==> config.mk <==
export PLATFORM = sky130hd
export DESIGN_NAME = issue_queue
export DESIGN_NICKNAME = d
export VERILOG_FILES = /design/src/rtl/nand_cpu_pkg.sv /design/src/rtl/iq_age_select.sv /design/src/rtl/issue_queue.sv
export SDC_FILE = /design/constraint.sdc
export NUM_CORES = 1
export LEC_CHECK = 0
export ABC_AREA = 1
export ABC_CLOCK_PERIOD_IN_PS = 18400
export CORE_ASPECT_RATIO = 2
export CORE_MARGIN = 2
export CORE_UTILIZATION = 40
export DETAILED_ROUTE_END_ITERATION = 6
export PLACE_DENSITY = 0.65
export REMOVE_ABC_BUFFERS = 1
export SYNTH_ARGS = -nofsm -noshare
export SYNTH_HDL_FRONTEND = slang
export SYNTH_SLANG_ARGS = --single-unit
==> constraint.sdc <==
create_clock -name clk -period 18.4 [get_ports clk]
set_input_delay 1.84 -clock clk [delete_from_list [all_inputs] [get_ports clk]]
set_output_delay 1.84 -clock clk [all_outputs]
set_load 0.1 [all_outputs]
==> src/rtl/nand_cpu_pkg.sv <==
// Shared NAND CPU types: ALU opcodes and the renamed-uop record held by the issue queue.
`ifndef NUM_D_REG
`define NUM_D_REG 64
`endif
`ifndef NUM_S_REG
`define NUM_S_REG 16
`endif
`ifndef ROB_SIZE
`define ROB_SIZE 32
`endif

package nand_cpu_pkg;

  localparam int unsigned DAddrW           = $clog2(`NUM_D_REG);
  localparam int unsigned SAddrW           = $clog2(`NUM_S_REG);
  localparam int unsigned RobW             = $clog2(`ROB_SIZE);
  localparam int unsigned ImmW             = 16;
  localparam int unsigned IQ_DEPTH_DEFAULT = 8;

  typedef enum logic [3:0] {
    AluAdd, AluSub, AluAnd, AluOr, AluXor, AluShl, AluShr, AluPass
  } AluOp;

  typedef struct packed {
    logic [RobW-1:0]   rob_addr;
    AluOp              alu_op;
    logic [ImmW-1:0]   immdt;
    logic              use_ra;
    logic [DAddrW-1:0] ra_addr;
    logic              ra_ready;
    logic              use_rt;
    logic [DAddrW-1:0] rt_addr;
    logic              rt_ready;
    logic              write_dst;
    logic [DAddrW-1:0] rw_addr;
    logic [DAddrW-1:0] prev_rw_addr;
    logic [SAddrW-1:0] rs_addr;
    logic [SAddrW-1:0] prev_rs_addr;
  } iq_uop_t;

endpackage

==> src/rtl/iq_age_select.sv <==
// Oldest-ready picker: grants the ready entry that no other ready entry is older than.
module iq_age_select
  import nand_cpu_pkg::*;
#(
  parameter int unsigned L = IQ_DEPTH_DEFAULT
) (
  input  logic [L-1:0]         ready_i,
  input  logic [L-1:0][L-1:0]  age_i,    // age_i[i][j]: entry i is older than entry j
  output logic [L-1:0]         grant_o
);

  logic blocked;

  always_comb begin
    grant_o = '0;
    blocked = 1'b0;
    for (int i = 0; i < L; i++) begin
      blocked = 1'b0;
      for (int j = 0; j < L; j++) begin
        blocked = blocked | (ready_i[j] & age_i[j][i]);
      end
      grant_o[i] = ready_i[i] & ~blocked;
    end
  end

endmodule

==> src/rtl/issue_queue.sv <==
// Out-of-order issue queue with tag wakeup and full flush.
// Define NAND_CPU_IQ_AGE_SELECT_EN for oldest-ready select; default is lowest-index select.
module issue_queue
  import nand_cpu_pkg::*;
#(
  parameter int unsigned L        = IQ_DEPTH_DEFAULT,
  parameter int unsigned NUM_WAKE = 2
) (
  input  logic                              clk,
  input  logic                              rst,
  input  logic                              flush,
  input  logic                              alloc_valid,
  output logic                              alloc_ready,
  input  iq_uop_t                           alloc_uop,
  input  logic [NUM_WAKE-1:0]               wake_valid,
  input  logic [NUM_WAKE-1:0][DAddrW-1:0]   wake_addr,
  output logic                              issue_valid,
  input  logic                              issue_ready,
  output iq_uop_t                           issue_uop,
  output logic [$clog2(L):0]                occupancy
);

  localparam int unsigned CntW = $clog2(L) + 1;

  iq_uop_t [L-1:0] ent_q, ent_d;
  logic [L-1:0]    valid_q, valid_d;
  logic [CntW-1:0] cnt_q, cnt_d;
  logic [L-1:0]    rdy, grant, free_oh;
  logic            alloc_fire, issue_fire;
  iq_uop_t         alloc_woken, sel_uop;

  function automatic logic woken(input logic [DAddrW-1:0] tag,
                                 input logic [NUM_WAKE-1:0] wv,
                                 input logic [NUM_WAKE-1:0][DAddrW-1:0] wa);
    logic hit;
    hit = 1'b0;
    for (int k = 0; k < NUM_WAKE; k++) begin
      hit = hit | (wv[k] & (wa[k] == tag));
    end
    return hit;
  endfunction

  always_comb begin
    for (int i = 0; i < L; i++) begin
      rdy[i] = valid_q[i] & (~ent_q[i].use_ra | ent_q[i].ra_ready)
                          & (~ent_q[i].use_rt | ent_q[i].rt_ready);
    end
  end

`ifdef NAND_CPU_IQ_AGE_SELECT_EN
  logic [L-1:0][L-1:0] age_q, age_d;

  iq_age_select #(
    .L(L)
  ) u_age_select (
    .ready_i (rdy),
    .age_i   (age_q),
    .grant_o (grant)
  );

  // New entry becomes younger than every slot; stale bits of free slots are rewritten on alloc.
  always_comb begin
    age_d = age_q;
    if (alloc_fire) begin
      for (int i = 0; i < L; i++) begin
        if (free_oh[i]) begin
          for (int j = 0; j < L; j++) begin
            age_d[i][j] = 1'b0;
            age_d[j][i] = (j != i);
          end
        end
      end
    end
  end

  always_ff @(posedge clk or posedge rst) begin
    if (rst) begin
      age_q <= '0;
    end else begin
      age_q <= age_d;
    end
  end
`else
  always_comb begin
    grant = '0;
    for (int i = L - 1; i >= 0; i--) begin
      if (rdy[i]) begin
        grant    = '0;
        grant[i] = 1'b1;
      end
    end
  end
`endif

  always_comb begin
    free_oh = '0;
    for (int i = L - 1; i >= 0; i--) begin
      if (!valid_q[i]) begin
        free_oh    = '0;
        free_oh[i] = 1'b1;
      end
    end
  end

  assign issue_valid = |rdy;
  assign alloc_ready = (cnt_q != CntW'(L));
  assign occupancy   = cnt_q;
  assign alloc_fire  = alloc_valid & alloc_ready & ~flush;
  assign issue_fire  = issue_valid & issue_ready & ~flush;

  always_comb begin
    sel_uop = '0;
    for (int i = 0; i < L; i++) begin
      if (grant[i]) sel_uop = ent_q[i];
    end
    issue_uop = '0;
    if (issue_valid) begin
      issue_uop          = sel_uop;
      issue_uop.ra_ready = 1'b1;
      issue_uop.rt_ready = 1'b1;
    end
  end

  always_comb begin
    alloc_woken = alloc_uop;
    if (alloc_uop.use_ra && woken(alloc_uop.ra_addr, wake_valid, wake_addr)) begin
      alloc_woken.ra_ready = 1'b1;
    end
    if (alloc_uop.use_rt && woken(alloc_uop.rt_addr, wake_valid, wake_addr)) begin
      alloc_woken.rt_ready = 1'b1;
    end
  end

  always_comb begin
    ent_d   = ent_q;
    valid_d = valid_q;
    cnt_d   = cnt_q;
    for (int i = 0; i < L; i++) begin
      if (ent_q[i].use_ra && woken(ent_q[i].ra_addr, wake_valid, wake_addr)) begin
        ent_d[i].ra_ready = 1'b1;
      end
      if (ent_q[i].use_rt && woken(ent_q[i].rt_addr, wake_valid, wake_addr)) begin
        ent_d[i].rt_ready = 1'b1;
      end
    end
    if (issue_fire) valid_d = valid_d & ~grant;
    if (alloc_fire) begin
      for (int i = 0; i < L; i++) begin
        if (free_oh[i]) begin
          ent_d[i]   = alloc_woken;
          valid_d[i] = 1'b1;
        end
      end
    end
    unique case ({alloc_fire, issue_fire})
      2'b10:   cnt_d = cnt_q + 1'b1;
      2'b01:   cnt_d = cnt_q - 1'b1;
      default: cnt_d = cnt_q;
    endcase
    if (flush) begin
      valid_d = '0;
      cnt_d   = '0;
    end
  end

  always_ff @(posedge clk or posedge rst) begin
    if (rst) begin
      ent_q   <= '0;
      valid_q <= '0;
      cnt_q   <= '0;
    end else begin
      ent_q   <= ent_d;
      valid_q <= valid_d;
      cnt_q   <= cnt_d;
    end
  end

endmodule
# Word level (Yosys, flattened, before mapping)
# Index checks and enable logic that the tools add are counted.
[op_classes]
addsub = 2
n_eq_ne = 39
mux = 65
bitwise_logic = 109
reduce_logical = 28
[ops]
columns = ["op", "count"]
rows = [
  ["$mux W62", 16],
  ["$mux W464", 1],
  ["$eq A6 B6 Y1", 36],
  ["$mux W8", 19],
  ["$and A1 B1 Y1", 56],
  ["$or A1 B1 Y1", 34],
  ["$mux W30", 1],
  ["$mux W1", 26],
  ["$logic_and A1 B1 Y1", 18],
  ["$not A1 Y1", 17],
  ["$reduce_and A2 Y1", 8],
  ["$and A8 B8 Y8", 1],
  ["$not A8 Y8", 1],
  ["$pmux W4 S2", 1],
  ["$reduce_or A8 Y1", 1],
  ["$add A4 B1 Y4 const B", 1],
  ["$mux W4", 1],
  ["$ne A4 B4 Y1 const B", 1],
  ["$sub A4 B1 Y4 const B", 1],
  ["$reduce_bool A3 Y1", 1],
  ["$eq A2 B1 Y1 const B", 1],
  ["$eq A2 B2 Y1 const B", 1],
]
[word_totals]
register_bits = 508
out_inout_bits = 68

# Depth between registers and ports, before layout
[depth]
depth_word = 21
ltp_mapped = 16
ltp_nobuf = 16

# Worst setup path before layout
# OpenSTA, ideal clock, no wires.
[synth_timing]
path_type = "register to output"
start = "register ent_q[98] in the netlist's numbering"
end = "output issue_uop[14] in the netlist's numbering"
t_arrival_ns = 3.064
required_time_ns = 16.560
path_slack_ns = 13.496
stages_incl_launch_ff = 11
path_buffers = 2
path_cell_list = "dfrtp_1 -> nand2_1 -> nand3_1 -> nand2b_1 -> inv_2 -> buf_2 -> buf_2 -> a22oi_1 -> nand3_1 -> nor2_1 -> a31oi_1"
[synth_lines]
columns = ["item", "line", "source"]
rows = [
  ["start, declared", "issue_queue.sv:25", "iq_uop_t [L-1:0] ent_q, ent_d;"],
  ["start signal, assigned", "issue_queue.sv:172", "ent_q <= ent_d;"],
  ["end, declared", "issue_queue.sv:19", "output iq_uop_t issue_uop,"],
]

==> metrics.md <==
| Metric | Value |
|---|---|
| Outcome | completed |
| Initial Util | 40.3% |
| Core area | 61800 µm² |
| Share of synthesized area occupied by flip-flops and latches | 51.0% |
| WP data required | 16.56 ns |
| Multi-input combinational cell area | 10400 µm² |
| Post CTS Setup Buffer Count | 0 |
| IO Port Bufs | 148 |
| Placer Congestion | 0.992 |
| Diode count | 0 |
| Area delta synth->final | 14.1% |
| Die height | 357 µm |
| Max cap viols | 0 |
| CTS Hold Bufs | 0 |
| Syn avg cell area | 7.76 µm² |
| Simple-gate share of the synthesized area | 22.6% |
| Post-synthesis register bit count | 508 |
| Peak supply drop | 0.0801 mV |
| GRT Residual Overflow | 0 |
| Mux cell area share after synthesis | 0% |
| Post-Synth XOR/XNOR Area | 1.44% |
| CP endpoint kind | output port |
| H-tree lvl count | 2 |
| Pre-CTS setup slack | 11.66 ns |
| Startpoint Class | register |
| Vias in the first global route | 22375 |
| Leakage power | 13.3 nW |
| Post-CTS Resized | 0 |
| Worst-case reg-to-reg path depth | 10 |
| Dpl hpwl | 52400 µm |
| Largest net degree at the start of global routing | 110 |
| CTS tree | yes |
| Endpoints failing setup | 0 |
| Kind of critical path | register to output port |
| Worst rel slew slack | 3.09% |
| Sequential cell area | 12700 µm² |
| Io pins | 149 |
| Post-DRT Antenna Nets | 0 |
| DRT Wirelength | 84600 µm |
| Final Skew | 0.0167 ns |
| Final min period | 7.30 ns |
| First-pass GRT wire length | 132000 µm |
| Worst hold path class | register to register |
| Initial antenna violation count | 1 |
| Post-synth cell types | 46 |
| # nets final | 3331 |
| Clk sinks | 508 |
| Period utilisation layout | 39.7% |
| Clock Pin Slew Worst Setup and Hold Paths | 0.07 ns |
| Main combinational cell family by area after synthesis | simple AND/OR/NAND/NOR gates |
| Highest Clock Rate | 137 MHz |
| Cell row count | 129 |
| Die ar. | 64500 µm² |
| Gr usage total | 26.3% |
| Worst hold path cell count | 2 |
| Setup Total Neg Slack | 0 ns |
| Filler cells | 6223 |
| Share of cells above drive strength 1 | 4.44% |
| Num CTS Buffers | 47 |
| DR vias | 22555 |
| Power density cells | 101 nW/µm² |
| Average wire per standard cell | 20.8 µm |
| Adder-cell area share of the yosys netlist | 0.100% |
| Clk_lat worst skew | 0.59 ns |
| Final-report max-slew violation count | 0 |
| Worst Path Arrival | 5.46 ns |
| Vias per cell | 5.54 |
| Drt first pass iters | 6 |
| Drc violations | 0 |
| Most common cell after layout, fill and taps aside | nand2_1 |
| Overall die width | 181 µm |
| Layout Cells excl Fill | 4072 |
| Synth warn | 0 |
| Hold Vio Cnt, Final | 0 |
| CTS max path bufs | 3 |
| RSZ-0062 raised after global routing | no |
| Cells after Synth | 3212 |
| Commonest cells after routing, fill and taps aside | nand2_1, o21ai_0, dfrtp_1 |
| Final worst slack | 11.10 ns |
| Syn Std Cell Area | 24900 µm² |
| Crit path max fanout | 43 |
| Placed insts | 3984 |
| DRT iter0 DRCs | 2157 |
| Compound-gate portion of the synthesized area | 17.4% |
| Worst-margin pin slew | 1.43 ns |
| Clock Root Buffer | clkbuf_16 |
-- logic make-up (layout without fill, tap and decap cells) --
| logic type | after synthesis | in the layout |
|---|---|---|
| adders and majority gates | 2 | 2 |
| xor gates and xnor gates | 41 | 41 |
| and+or+nand+nor | 1398 | 1398 |
| DFF | 508 | 508 |
| AOI/OAI and AO/OA | 802 | 802 |
| buffers and inverters | 461 | 535 |
-- Yosys cell counts (all sizes together) --
library cell / count / area share, %
nand2: 1064 / 16
o21ai: 574 / 12
dfrtp: 508 / 51
inv: 258 / 3.9
nor2: 155 / 2.4
buf: 102 / 2.1
clkbuf: 96 / 1.5
a21oi: 86 / 1.7
nand3: 72 / 1.5
o22ai: 68 / 1.7
nand4: 62 / 1.6
nor3: 24 / 0.55
xnor2: 23 / 0.81
xor2: 18 / 0.63
o2111ai: 17 / 0.60
a22oi: 10 / 0.30
o211ai: 9 / 0.27
a211oi: 8 / 0.24
o22a: 8 / 0.28
nor4: 7 / 0.20
or2: 7 / 0.18
a221oi: 6 / 0.21
o41ai: 6 / 0.21
a31oi: 5 / 0.13
clkinv: 5 / 0.075
nand3b: 5 / 0.15
o221ai: 3 / 0.11
ha: 2 / 0.10
o31ai: 2 / 0.060
nand2b: 1 / 0.025
nor3b: 1 / 0.030
-- state kept, by name, summed over array words and instances (netlist names) --
register	cells
ent_q	496
occupancy	4
valid_q	8
-- layer usage --
metal  wire length (µm)  share of wire, %  track usage [%]
met5                 16             0.019                0
met4               4950               5.9             14.4
met3               6200               7.3             3.79
met2              41500                49             45.5
met1              31900                38             31.6
-- report_power, final --
| part | switching, W | internal (W) | total [W] |
|---|---|---|---|
| sequential | 0.0000713 | 0.00122 | 0.00129 |
| combinational | 0.000413 | 0.000157 | 0.000569 |
| clock | 0.000450 | 0.000565 | 0.00102 |
-- final timing paths --
kind / from / endpoint / slack (ns)
min: ent_q[481] / ent_q[481] / 0.48
max in group asynchronous: rst / ent_q[426] / 13.75
min reg2reg: ent_q[481] / ent_q[481] / 0.48
max: ent_q[21] / issue_uop[22] / 11.10
min in group asynchronous: rst / ent_q[74] / 1.77
max reg2reg: ent_q[21] / valid_q[3] / 14.82
-- final cells by class --
| type | instances | area share, % |
|---|---|---|
| multi-input cells | 2243 | 36.7 |
| flip-flops and latches | 508 | 44.7 |
| well taps | 786 | 3.46 |
| clock inverters | 23 | 0.884 |
| clock buffers | 64 | 4.64 |
| inverters | 263 | 3.50 |
| repair buffers | 185 | 6.17 |
-- metrics by stage --
stage / instance area, µm² / power, W / utilization, % / hold slack [ns]
5_1_grt: 28500 / 0.00300 / 46.0 / 0.497
6_report: 28500 / 0.00287 / 46.0 / 0.482
2_1_floorplan: 24100 / 0.00168 / - / 0.446
4_1_cts: 28400 / 0.00289 / 46.0 / 0.485
3_3_place_gp: 26900 / 0.00186 / 43.5 / 0.459
3_5_place_dp: 26900 / 0.00187 / 43.5 / 0.468
-- critical path, cell delays in order, from the launching register on --
cell	delay, ns
dfrtp_1	0.36
inv_1	0.07
nand2_1	0.07
nand3_2	0.07
buf_4	0.54
nand2_4	0.19
nor3_4	0.87
buf_4	0.65
inv_2	0.30
o2111ai_1	0.32
nor2_1	0.07
nor2_1	0.19
clkdlybuf4s50_1	1.17
No activity file was read; power rests on OpenSTA's default activity.
==> RTL change (same flow settings) <==
The option `NAND_CPU_IQ_AGE_SELECT_EN` is turned on by a define.
--- a/src/rtl/issue_queue.sv
+++ b/src/rtl/issue_queue.sv
@@ -2,2 +2,4 @@
 // Define NAND_CPU_IQ_AGE_SELECT_EN for oldest-ready select; default is lowest-index select.
+`define NAND_CPU_IQ_AGE_SELECT_EN
+
 module issue_queue
Check against the original RTL: not settled (the Yosys comparison gave no result); the edit may change what the design does.
==> RTL change against the original RTL <==
- the flow now finishes with violations (max-capacitance violations, max-slew violations)
- sequential cell count grew 56
- power grew 17%
- setup slack gained 0.11 ns
- wire length grew 26%
- cell area grew 22%
- area after synthesis grew 24%
- via count grew 28%
- maximum frequency grew 1.6%
- critical path type unchanged
- critical endpoint is now issue_uop[33]
- largest power group unchanged
==> RTL change: results (changes against the original RTL) <==
crit path max fanout=40 (was 43); fmax=139 MHz (was 137 MHz); flops & latches, synth=564 (was 508); global-route wire length before repair=166 mm (was 132 mm); H-Tree Level Count=2 (unchanged); DRT Wirelength=107 mm (was 84.6 mm); WL per Instance=19.9 um (was 20.8 um); max-cap viol count=1 (was 0); Most flops, register=ent_q (unchanged); Worst Clk Skew=0.0198 ns (was 0.0167 ns); Synth async-reset ratio=100% (unchanged); met1 wire length=40.6 mm (was 31.9 mm); Layout Nets=4380 (was 3331); Regs by FF count=ent_q (496), age_q (56), valid_q (8); status=finished, violations left (was complete, no violations); worst slack at placement=11.82 ns (was 11.66 ns); FF-to-FF setup slack=14.79 ns (was 14.82 ns); initial antenna violation count=3 (was 1); CTS max path bufs=3 (unchanged); Post-synth top cells=1365 x nand2_1, 624 x o21ai_0, 606 x inv_1 (was 1061 x nand2_1, 569 x o21ai_0, 508 x dfrtp_1); GPL Wtd Cong=0.984 (was 0.992); hold slack=0.480 ns (was 0.482 ns); drt initial violations=2767 (was 2157); synth top area cells=dfrtp_1 46%, nand2_1 17%, o21ai_0 10% (was dfrtp_1 51%, nand2_1 16%, o21ai_0 11%); crit path DAT=5.35 ns (was 5.46 ns); CTS resizes=0 (unchanged); vias in the first global route=28389 (was 22375); share of cells above drive strength 1=5.58% (was 4.44%); VDD IR max=67.4 uV (was 80.1 uV); # fillers=7935 (was 6223); Primary FF master, synth=dfrtp_1 (unchanged); slew margin rel.=-3.80% (was 3.09%); Seq/Total Area, Yosys=45.8% (was 51.0%); Via density=5.37 (was 5.54); HPWL after DPL=66.6 mm (was 52.4 mm); multi-input gate area in the final layout=0.0132 sq mm (was 0.0104 sq mm); Cell Area, Placed=0.0329 sq mm (was 0.0269 sq mm); slowest stage delay, CP=1.25 ns (was 1.17 ns); Final Max Slew Viols=2 (was 0); Post-Synthesis Cells=4310 (was 3212); failing checks=max-capacitance violations, max-slew violations; Yosys cell types=46 (unchanged); post-placement cell count=5265 (was 3984); static power due to leakage=0.0172 uW (was 0.0133 uW); DR WL met2=52.5 mm (was 41.5 mm); total CTS buffers=51 (was 47); met3 routed WL=7.57 mm (was 6.20 mm); Total GRT Usage=26.8% (was 26.3%); Worst-Skew Late Latency=0.62 ns (was 0.59 ns); largest net degree at the start of global routing=145 (was 110)
[RTL change: cell count changes in the layout (fill, tap and decap cells not counted), sizes merged, moves of 11 or more]
cell    change
nor2       +19
buf        +20
o21ai      +57
clkbuf     +11
a21oi      +29
a221oi     +11
nand2     +305
or2        +44
nand3     +187
inv       +357
dfrtp      +56
o21a       +15
nand4      -23
[RTL change: worst paths after layout]
check | cells past startpoint | to | startpoint
worst min-delay path | 2 | ent_q[287] | ent_q[287]
max in group asynchronous | 5 | age_q[46] | rst
min in group asynchronous | 2 | ent_q[495] | rst
worst max-delay path | 12 | issue_uop[33] | ent_q[400]
worst min register to register | 2 | ent_q[287] | ent_q[287]
worst max register to register | 9 | ent_q[339] | occupancy[1]
[RTL change: layer usage]
layer / vias to the layer above / global-route usage [%]
li1: 13574 / -
met1: 13714 / 31.8
met2: 1171 / 46.9
met3: 345 / 3.94
met4: 6 / 14.5
met5: - / 0
[RTL change: report_power, final]
group          internal [uW]  leakage (uW)  switching, uW
sequential              1380       0.00722           79.0
combinational            204       0.00908            557
clock                    618      0.000858            506
total                   2210        0.0172           1140
[RTL change: tightest hold or removal path, stage by stage (launching register included)]
cell and delay, ns:
dfrtp_1 0.34, nand2_1 0.05, o21ai_0 0.06
[RTL change: kinds of logic after synthesis]
kind of cell | after synthesis | share of synthesized area, %
adders and majority gates | 3 | 0.146
DFF | 564 | 45.8
buffers and inverters | 897 | 11.7
xor gates and xnor gates | 33 | 0.937
AOI/OAI and AO/OA | 900 | 15.9
and+or+nand+nor | 1913 | 25.5
[RTL change: area by class of cell]
cell class,instances,area share (%)
antenna,1,0.00723
clock buffer,75,4.38
clock inverter,20,0.618
inverter,625,6.80
multi-input combinational,2849,38.2
sequential,564,40.8
tap,1022,3.69
timing repair buffer,205,5.59
